## config.mk

```make
export PLATFORM = sky130hd
export DESIGN_NAME = receiver
export DESIGN_NICKNAME = d
export VERILOG_FILES = /design/src/rtl/receiver_pkg.sv /design/src/rtl/receiver_sync2.sv /design/src/rtl/receiver.sv
export SDC_FILE = /design/constraint.sdc
export NUM_CORES = 1
export LEC_CHECK = 0
export BUFFER_PORTS_ARGS = -buffer_cell sky130_fd_sc_hd__buf_2
export CORE_MARGIN = 8
export CORE_UTILIZATION = 60
export CTS_CLUSTER_DIAMETER = 50
export CTS_CLUSTER_SIZE = 25
export DETAILED_ROUTE_END_ITERATION = 8
export GPL_ROUTABILITY_DRIVEN = 1
export MAX_ROUTING_LAYER = met4
export PLACE_DENSITY_LB_ADDON = 0.3
export SYNTH_ARGS = -nofsm -noshare
export SYNTH_HDL_FRONTEND = slang
export SYNTH_SLANG_ARGS = --single-unit
```

## constraint.sdc

```tcl
create_clock -name clk -period 3.9 [get_ports clk]
set_input_delay 0.585 -clock clk [delete_from_list [all_inputs] [get_ports clk]]
set_output_delay 0.585 -clock clk [all_outputs]
set_load 0.05 [all_outputs]
```

## src/rtl/receiver_pkg.sv

```systemverilog
// Shared serial-frame definitions for the sender and receiver sides of the link.
// FSM state encoding, data width and total frame length (start + data + stop).
package receiver_pkg;

  typedef enum logic [1:0] {
    IDLE  = 2'd0,
    START = 2'd1,
    DATA  = 2'd2,
    STOP  = 2'd3
  } rx_state_t;

  localparam int DATA_BITS  = 8;
  localparam int FRAME_BITS = 1 + DATA_BITS + 1;

endpackage

```

## src/rtl/receiver_sync2.sv

```systemverilog
// Two-flop synchronizer for one asynchronous bit; two clk latency, no backpressure.
// Both flops reset to RST_VAL so an idle-high line reads high straight out of reset.
module sync2 #(
  parameter logic RST_VAL = 1'b1
) (
  input  logic clk,
  input  logic rst,
  input  logic d,
  output logic q
);

  logic meta;

  always_ff @(posedge clk or posedge rst) begin
    if (rst) begin
      meta <= RST_VAL;
      q    <= RST_VAL;
    end else begin
      meta <= d;
      q    <= meta;
    end
  end

endmodule

```

## src/rtl/receiver.sv

```systemverilog
// Serial byte receiver (start 0, 8 data LSB first, stop 1), oversampled CLKS_PER_BIT times.
// Result pulses 3 + CLKS_PER_BIT/2 + 9*CLKS_PER_BIT clk after the start edge; no backpressure.
module receiver
  import receiver_pkg::*;
#(
  parameter int CLKS_PER_BIT = 16
) (
  input  logic       clk,
  input  logic       rst,
  input  logic       din,
  output logic [7:0] rx_data,
  output logic       rx_status,
  output logic       frame_err,
  output logic       rx_busy
);

  localparam int CNT_W = $clog2(CLKS_PER_BIT) + 1;
  localparam int BIT_W = $clog2(DATA_BITS) + 1;
  localparam logic [CNT_W-1:0] HALF_CNT = CNT_W'(CLKS_PER_BIT / 2);
  localparam logic [CNT_W-1:0] FULL_CNT = CNT_W'(CLKS_PER_BIT - 1);
  localparam logic [BIT_W-1:0] LAST_BIT = BIT_W'(DATA_BITS - 1);

  logic                 din_s;
  rx_state_t            state, state_nxt;
  logic [CNT_W-1:0]     clk_cnt, clk_cnt_nxt;
  logic [BIT_W-1:0]     bit_cnt, bit_cnt_nxt;
  logic [DATA_BITS-1:0] shreg, shreg_nxt;
  logic [7:0]           rx_data_nxt;
  logic                 rx_status_nxt, frame_err_nxt;
  logic                 armed, armed_nxt;

  sync2 #(.RST_VAL(1'b1)) u_sync (
    .clk (clk),
    .rst (rst),
    .d   (din),
    .q   (din_s)
  );

  assign rx_busy = (state != IDLE);

  // armed records that the line has been seen high since the last start or
  // framing error, so a held-low break never retriggers and a start edge
  // coinciding with STOP->IDLE is still caught one cycle later.
  always_comb begin
    state_nxt     = state;
    clk_cnt_nxt   = clk_cnt;
    bit_cnt_nxt   = bit_cnt;
    shreg_nxt     = shreg;
    rx_data_nxt   = rx_data;
    rx_status_nxt = 1'b0;
    frame_err_nxt = 1'b0;
    armed_nxt     = armed | din_s;
    case (state)
      IDLE: begin
        if (armed && !din_s) begin
          state_nxt   = START;
          clk_cnt_nxt = '0;
          bit_cnt_nxt = '0;
          armed_nxt   = 1'b0;
        end
      end
      START: begin
        if (clk_cnt == HALF_CNT) begin
          clk_cnt_nxt = '0;
          state_nxt   = din_s ? IDLE : DATA;
        end else begin
          clk_cnt_nxt = clk_cnt + CNT_W'(1);
        end
      end
      DATA: begin
        if (clk_cnt == FULL_CNT) begin
          clk_cnt_nxt = '0;
          shreg_nxt   = {din_s, shreg[DATA_BITS-1:1]};
          if (bit_cnt == LAST_BIT) begin
            bit_cnt_nxt = '0;
            state_nxt   = STOP;
          end else begin
            bit_cnt_nxt = bit_cnt + BIT_W'(1);
          end
        end else begin
          clk_cnt_nxt = clk_cnt + CNT_W'(1);
        end
      end
      STOP: begin
        if (clk_cnt == FULL_CNT) begin
          clk_cnt_nxt = '0;
          state_nxt   = IDLE;
          if (din_s) begin
            rx_data_nxt   = shreg;
            rx_status_nxt = 1'b1;
          end else begin
            frame_err_nxt = 1'b1;
            armed_nxt     = 1'b0;
          end
        end else begin
          clk_cnt_nxt = clk_cnt + CNT_W'(1);
        end
      end
      default: state_nxt = IDLE;
    endcase
  end

  always_ff @(posedge clk or posedge rst) begin
    if (rst) begin
      state     <= IDLE;
      clk_cnt   <= '0;
      bit_cnt   <= '0;
      shreg     <= '0;
      rx_data   <= 8'h00;
      rx_status <= 1'b0;
      frame_err <= 1'b0;
      armed     <= 1'b0;
    end else begin
      state     <= state_nxt;
      clk_cnt   <= clk_cnt_nxt;
      bit_cnt   <= bit_cnt_nxt;
      shreg     <= shreg_nxt;
      rx_data   <= rx_data_nxt;
      rx_status <= rx_status_nxt;
      frame_err <= frame_err_nxt;
      armed     <= armed_nxt;
    end
  end

endmodule

```

==> flow_summary.toml, run 1 <==
[yosys]
synth_commonest_cells = "dfrtp_1, mux2_2, ha_1, inv_1, nand2_1"
synth_warnings = 0
synth-seq-cells = 32
syn_nets = 138
synthCells = 127
yosysMostFrequentCell = "dfrtp_1"
synth_area_leaders = "dfrtp_1, mux2_2, ha_1"
ys_seq_area_share_pct = 53.1
netlist.area_leader.share_pct = 49.6
synthesis.area_sq_um = 1510
synth_top_cell_by_area = "dfrtp_1"
post_synth.cell_area_avg_sq_um = 11.9
synth-async-reset-ratio_pct = 100
synth_edf_count = 0
synth-main-ff-cell = "dfrtp_1"
yosysUniqueCellTypes = 38

[setup_path]
path_max_fanout = 8
worst_ep_required_time_ns = 3.31
cp_num_buf_inv = 3
critical_path.top_delay_family = "buffers and inverters"
crit_top_cell = "inv_1"
max_stage_delay_ns = 0.41
path_cells = "inv_1 > ha_1 > inv_1 > buf_2"
worstSetupStartpointType = "register"
cp-end-kind = "output port"
worstSetupPathType = "register to output port"
critPathSlowestCell = "dfrtp_1"
arrival_ns = 1.50

[sta]
finClkSkew_ns = 0.0113
slew_viol_final = 0
fin_crit_ns = 2.08
hold_violations = 0
rsz0062_at_grt = "no"
holdWs_ns = 0.299
tns_ns = 0
tightest_slew_ns = 0.608
max_freq_ghz = 0.480
setup_violations = 0
fin_crit_sh_pct = 53.4
relSlewSlack_pct = 59.4

[placement]
hpwlAfterDp_mm = 2.01
port_buffers = 13
gp_congestion = 0.757
place_area_sq_um = 1600

[grt]
grt_max_degree = 18
gr-total-overflow = 0
antenna_found_initial = 0
grt_pass1_wl_mm = 4.62
grt_pass1_vias = 1033
grt_usage_pct = 14.3

[status]
status = "finished clean"

[floorplanning]
die_h_microns = 66.2
start_util_pct = 62.2
die_x_microns = 66.2
io_pins = 14
placement_rows = 18
die-area_sq_um = 4380
coreArea_sq_um = 2430

[power_and_ir_drop]
peakVddDrop_uv = 561
p_leak_nw = 0.862
p_per_area_nw_per_um2 = 569

[route]
viasPerCell = 5.76
routed_wl_mm = 2.72
drtPass1Iterations = 4
drt_first_iter_violations = 46
avgRoutedWirePerCell_microns = 15.6
drc = 0
antenna_left = 0
via_count = 1003

[clock_network]
clkLatencyLatePin_ns = 0.34
cts_sinks = 32
clk_transition_reported_paths_ns = 0.10
cts-root-buf = "clkbuf_4"
htree_levels = 2
cts_tree = "yes"
numCtsBuffers = 5
cts_resized = 0
cts-hold-fix-buffers = 0
postCtsSetupBuffers = 0
ctsLongestPathBuffers = 2

[flow_run]
maxCapViolations = 0

[min_path]
hold_class = "input pin to async pin"

[final_layout]
seq_area_sq_um = 803
nets = 154
nFillCells = 181
area_delta_synth_final_pct = 10.7
drive_above_1_share_pct = 29.9
multiInputGateArea_sq_um = 654
n_antenna_cell = 0
finalInstanceArea_sq_um = 1670
-- final cells by class --
cell class / instances / area share (%)
Clock buffer: 6 / 2.47
Clock inverter: 2 / 2.09
Inverter: 8 / 1.79
Multi-Input combinational cell: 82 / 39.1
Sequential cell: 32 / 48.0
Tap cell: 30 / 2.24
Timing Repair Buffer: 14 / 4.33
-- stage by stage --
stage	total power [W]	util, %	std cells	worst slack [ns]
2_1_floorplan	0.000651	-	127	2.21
3_3_place_gp	0.000698	65.7	166	2.23
3_5_place_dp	0.000714	65.7	166	2.16
4_1_cts	0.000960	68.8	174	1.80
5_1_grt	0.00102	68.8	174	1.71
6_report	0.000953	68.8	174	1.82
-- logic make-up after synthesis --
group | count (synthesis) | synth area share, %
fa+ha+maj | 8 | 6.62
flops | 32 | 53.1
simple gates | 32 | 12.1
mux | 19 | 14.1
buf+inv | 13 | 3.64
compound gates | 22 | 9.84
xor+xnor | 1 | 0.579
-- cell usage in the layout, fill, tap and decap left out, types with 5 or more instances in the layout --
cell type / Yosys / final
buf_2: 1 / 13
clkbuf_4: 0 / 5
o21ai_0: 7 / 7
ha_1: 8 / 8
dfrtp_1: 30 / 30
nand2_1: 8 / 8
inv_1: 8 / 8
mux2_2: 16 / 16
nor2_1: 6 / 6
-- flip-flops by register name, indices dropped and copies added, names as in the netlist, 4 cells and up, named ones only --
| signal | count |
|---|---|
| rx_data | 8 |
| bit_cnt | 4 |
| shreg | 8 |
| clk_cnt | 5 |
-- power by group --
part	leakage (nW)	switching (W)	total (W)	internal (W)
sequential	0.433	0.0000289	0.000393	0.000364
clock	0.0422	0.000111	0.000245	0.000134
combinational	0.386	0.000198	0.000314	0.000116
-- path summary, 6_finish.rpt --
kind	from	endpoint	slack, ns	cells past startpoint
min in group clk	din	u_sync.meta$_DFF_PP1_	0.35	1
max	state[0]$_DFFE_PP0P_	rx_busy	1.82	4
min reg2reg	u_sync.meta$_DFF_PP1_	u_sync.q$_DFF_PP1_	0.36	0
max reg2reg	clk_cnt[0]$_DFFE_PP0P_	rx_data[1]$_DFFE_PP0P_	2.18	4
min	rst	rx_data[1]$_DFFE_PP0P_	0.30	2
max in group asynchronous	rst	u_sync.q$_DFF_PP1_	2.89	3
-- per-layer routing --
layer  GRT usage, %  up-vias  wire (microns)
met5              -        -               0
met4           7.20        0              61
met3           6.27       13             150
met2           22.3       29            1360
met1           15.1      485            1150
li1               -      476               -
Power figures use the tool's default switching activity.
==> inputs of run 2 (changes only) <==
CORE_UTILIZATION = 52   (was 60)
clock period = 1.7 ns   (was 3.9 ns; I/O delays follow)
==> run 2 against run 1 <==
Compared with the run above: highest routed layer unchanged; die area up 12%; combinational power rose to 2.8 times the previous value; via count grew 0.50%; critical endpoint unchanged.
==> flow_summary.toml, run 2 (synthesis results as in run 1) <==
[final_layout]
multiInputGateArea_sq_um = 677
drive_above_1_share_pct = 37.5
nFillCells = 199
seq_area_sq_um = 803
layout_common_cells = "dfrtp_1, mux2_2, buf_2"
nets = 162
final_common_cell = "dfrtp_1"
n_antenna_cell = 0
reg_top3 = "rx_data x8, shreg x8, clk_cnt x5"
finalInstanceArea_sq_um = 1770
final_core_util_pct = 64.2
area_delta_synth_final_pct = 17.0

[setup_path]
r2r_slack_ns = 0.08
cp-end-kind = "output port"
worstSetupPathType = "register to output port"
worst_ep_required_time_ns = 1.44
r2r-start = "clk_cnt[0]$_DFFE_PP0P_"
rr_worst_depth = 5
reg2reg_to = "bit_cnt[3]$_DFFE_PP0P_"
worstSetupStartpointType = "register"
arrival_ns = 1.39
path_max_fanout = 5

[floorplanning]
coreArea_sq_um = 2760
die-area_sq_um = 4890
io_pins = 14
start_util_pct = 54.9
placement_rows = 19
die_h_microns = 69.9
die_x_microns = 69.9

[grt]
antenna_found_initial = 0
grt_usage_pct = 11.9
grt_pass1_vias = 1007
gr-total-overflow = 0
grt_pass1_wl_mm = 4.66
grt_max_degree = 33

[placement]
gp_congestion = 0.753
port_buffers = 13
place_area_sq_um = 1610
hpwlAfterDp_mm = 1.90

[route]
via_count = 1008
avgRoutedWirePerCell_microns = 14.7
antenna_left = 0
drt_first_iter_violations = 71
drc = 0
viasPerCell = 5.51
drtPass1Iterations = 4
routed_wl_mm = 2.68

[sta]
slew_viol_final = 0
setup_violations = 0
max_freq_ghz = 0.608
relSlewSlack_pct = 74.1
tightest_slew_ns = 0.389
hold_violations = 0
fin_crit_sh_pct = 96.7
finClkSkew_ns = 0.00418
fin_crit_ns = 1.64

[power_and_ir_drop]
p_per_area_nw_per_um2 = 1320
peakVddDrop_uv = 1050
p_leak_nw = 0.895

[clock_network]
cts-root-buf = "clkbuf_4"
clkLatencyLatePin_ns = 0.33
numCtsBuffers = 5
clk_transition_reported_paths_ns = 0.10
ctsLongestPathBuffers = 2
htree_levels = 2
cts_sinks = 32
cts_tree = "yes"

[min_path]
whs_path_depth = 0
hold_class = "register to register"
min_to = "u_sync.q$_DFF_PP1_"
hold_start = "u_sync.meta$_DFF_PP1_"

[flow_run]
maxCapViolations = 0

[status]
status = "finished clean"
-- run 2: cell count changes in the layout (fill, tap and decap cells not counted), moves of 2 or more --
cell	change
ha_1	-3
ha_2	+2
buf_4	+7
inv_2	+2
inv_1	-2
dlygate4sd3_1	+2
-- run 2: through the flow --
step / TNS (ns) / total power (W) / hold WS [ns] / setup WS [ns] / std cells
detailed placement: 0 / 0.00165 / 0.352 / 0.0545 / 169
finish: 0 / 0.00234 / 0.364 / 0.0554 / 183
global route: -0.0129 / 0.00251 / 0.371 / -0.00452 / 183
floorplan: 0 / 0.00149 / 0.259 / 0.0603 / 127
global placement: 0 / 0.00163 / 0.347 / 0.110 / 169
CTS: 0 / 0.00229 / 0.368 / 0.00473 / 180
-- run 2: area by class of cell --
type,instances,share of cell area (%)
clock inverter,3,2.40
clock buffer,5,2.12
inverter,8,1.70
sequential,32,45.4
tap,31,2.19
multi-input combinational,82,38.3
timing repair buffer,22,7.92
-- run 2: worst max-delay path by stage --
stage	from	to	slack, ns	cells past startpoint
after floorplan	state[0]$_DFFE_PP0P_	bit_cnt[3]$_DFFE_PP0P_	0.06	7
after global routing	clk_cnt[0]$_DFFE_PP0P_	rx_data[2]$_DFFE_PP0P_	-0.005	4
after global placement	clk_cnt[0]$_DFFE_PP0P_	bit_cnt[3]$_DFFE_PP0P_	0.11	5
after detailed placement	state[0]$_DFFE_PP0P_	bit_cnt[3]$_DFFE_PP0P_	0.05	5
final	register	rx_busy	0.06	5
after CTS	register	rx_busy	0.005	5
-- run 2: repair_timing --
action	in CTS	in global routing
endpoints found under the setup margin	1	24
gates resized for setup	3	6
pin swaps	0	1
setup buffers	1	3
hold buffers	2	0
hold endpoints to repair	31	0
-- run 2: power breakdown --
group / internal, W / switching, W
Clock: 0.000306 / 0.000267
Combinational: 0.000381 / 0.000489
Sequential: 0.000836 / 0.0000620
-- run 2: critical path: stages, from the launching register on --
cell and delay (ns):
dfrtp_1 0.40, inv_2 0.07, ha_4 0.18, buf_4 0.14, inv_1 0.07, buf_4 0.20
-- run 2: metal layers --
metal / share of wire (%) / GRT usage (%) / vias to the layer above
li1: - / - / 495
met1: 43 / 13.2 / 493
met2: 51 / 19.1 / 15
met3: 4.4 / 4.10 / 5
met4: 1.1 / 5.13 / 0
met5: 0 / - / -
==> inputs of run 3 (changes only) <==
SETUP_SLACK_MARGIN = 0.4   (was unset)
==> run 3 against run 2 <==
Compared with the run above: wire length is 37% higher; worst setup slack improved by 0.067 ns; non-clock buffer count grew 21; core utilization grew 12 points; sequential power increased by 2%; worst hold slack worse by 0.0021 ns; clock skew up 0.0030 ns; via count up 20%; critical path depth up 1; power up 26%; first-iteration DRC count down 13%; critical path type is now register to register; critical endpoint is now bit_cnt[3]$_DFFE_PP0P_.
==> flow_summary.toml, run 3 (synthesis results as in run 1) <==
[final_layout]
n_antenna_cell = 0
reg_top3 = "rx_data x8, shreg x8, clk_cnt x5"
multiInputGateArea_sq_um = 818
nFillCells = 158
nets = 185
layout_common_cells = "dfrtp_1, buf_4, mux2_2"
area_delta_synth_final_pct = 39.1
final_core_util_pct = 76.3
drive_above_1_share_pct = 53.7
final_common_cell = "dfrtp_1"
seq_area_sq_um = 805

[floorplanning]
placement_rows = 19
die_x_microns = 69.9
start_util_pct = 54.9
coreArea_sq_um = 2760
io_pins = 14
die_h_microns = 69.9
die-area_sq_um = 4890

[sta]
rsz0062_at_grt = "yes"
max_freq_ghz = 0.634
fin_crit_ns = 1.58
tns_ns = 0
finClkSkew_ns = 0.00716
setup_violations = 0
slew_viol_final = 0
relSlewSlack_pct = 73.4
tightest_slew_ns = 0.399
fin_crit_sh_pct = 92.8
hold_violations = 0

[clock_network]
ctsLongestPathBuffers = 2
cts_tree = "yes"
htree_levels = 2
clkLatencyLatePin_ns = 0.33
clk_transition_reported_paths_ns = 0.10
numCtsBuffers = 5
cts-root-buf = "clkbuf_4"
cts_sinks = 32

[setup_path]
worst_ep_required_time_ns = 1.92
worstSetupPathType = "register to register"
critPathSlowestCell = "dfrtp_1"
arrival_ns = 1.80
max_stage_delay_ns = 0.42
r2r-start = "state[0]$_DFFE_PP0P_"
path_max_fanout = 5
path_cells = "inv_2 > ha_4 > buf_12 > and2_4 > or2_4 > a22o_1"
cp-end-kind = "register"
startpoint = "state[0]$_DFFE_PP0P_"
worstSetupStartpointType = "register"

[grt]
antenna_found_initial = 0
grt_pass1_wl_mm = 5.75
gr-total-overflow = 0
grt_max_degree = 33
grt_usage_pct = 14.9
grt_pass1_vias = 1224

[route]
via_count = 1212
viasPerCell = 5.88
drt_first_iter_violations = 62
routed_wl_mm = 3.68
drtPass1Iterations = 4
avgRoutedWirePerCell_microns = 17.8
drc = 0
antenna_left = 0

[power_and_ir_drop]
p_leak_nw = 1.03
peakVddDrop_uv = 1190
power.total_w = 0.00295
p_per_area_nw_per_um2 = 1400

[flow_run]
maxCapViolations = 0

[placement]
port_buffers = 13
hpwlAfterDp_mm = 1.88
gp_congestion = 0.761

[min_path]
hold_class = "register to register"
hold_start = "u_sync.meta$_DFF_PP1_"

[status]
status = "finished clean"
## run 3: changes by cell type in the layout (fill, tap and decap cells not counted), moves of 2 or more
cell	previous run	this run
buf_4	8	21
buf_6	0	7
ha_1	5	3
ha_4	1	4
inv_1	6	3
inv_2	2	5
nand3_4	0	2
o21ai_0	7	2
o21ai_1	0	4
o31ai_1	3	1
o31ai_2	0	2
## run 3: stage by stage
step                cells  area (sq um)  hold slack [ns]  setup WS, ns
global route          206          2100            0.370        0.0680
detailed placement    169          1630            0.351        0.0561
floorplan             127          1550            0.259         0.169
CTS                   196          1970          0.00544         0.139
finish                206          2100            0.362         0.123
global placement      169          1630            0.345        0.0950
## run 3: layout make-up
type | count | share of cell area [%]
clock buffer | 6 | 1.96
sequential | 32 | 38.2
tap | 31 | 1.84
multi-input combinational | 84 | 38.9
clock inverter | 2 | 1.66
timing repair buffer | 43 | 16.0
inverter | 8 | 1.43
## run 3: final timing paths
check | to | slack, ns | depth (start not counted)
worst min register to register | u_sync.q$_DFF_PP1_ | 0.36 | 0
worst max-delay path | bit_cnt[3]$_DFFE_PP0P_ | 0.12 | 6
worst max register to register | bit_cnt[3]$_DFFE_PP0P_ | 0.12 | 6
worst min-delay path | u_sync.q$_DFF_PP1_ | 0.36 | 0
max in group asynchronous | u_sync.meta$_DFF_PP1_ | 0.81 | 4
min in group asynchronous | bit_cnt[1]$_DFFE_PP0P_ | 0.57 | 4
## run 3: power breakdown
group,internal [W],leakage (nW),switching [W]
clock network,0.000308,0.0422,0.000261
registers,0.000838,0.432,0.0000771
logic,0.000731,0.558,0.000739
total,0.00188,1.03,0.00108
## run 3: timing repair
item,CTS,global route
setup buffers,17,8
pin swaps,7,8
resized for setup,27,13
setup endpoints to repair,29,30
cloned,1,1
endpoints found under the hold margin,23,1
hold buffers,1,1
## run 3: critical path: cells and delay by family, from the launching register on
family          cells  cell delay (ns)
simple gates        2             0.43
flops               1             0.42
buf+inv             2             0.22
compound gates      1             0.22
fa+ha+maj           1             0.19
## run 3: layer usage
metal | routed length [microns] | GRT usage [%] | share of wire (%)
met1 | 1590 | 16.6 | 43
met2 | 1890 | 23.7 | 51
met3 | 146 | 4.38 | 4.0
met4 | 47 | 7.59 | 1.3
met5 | 0 | - | 0
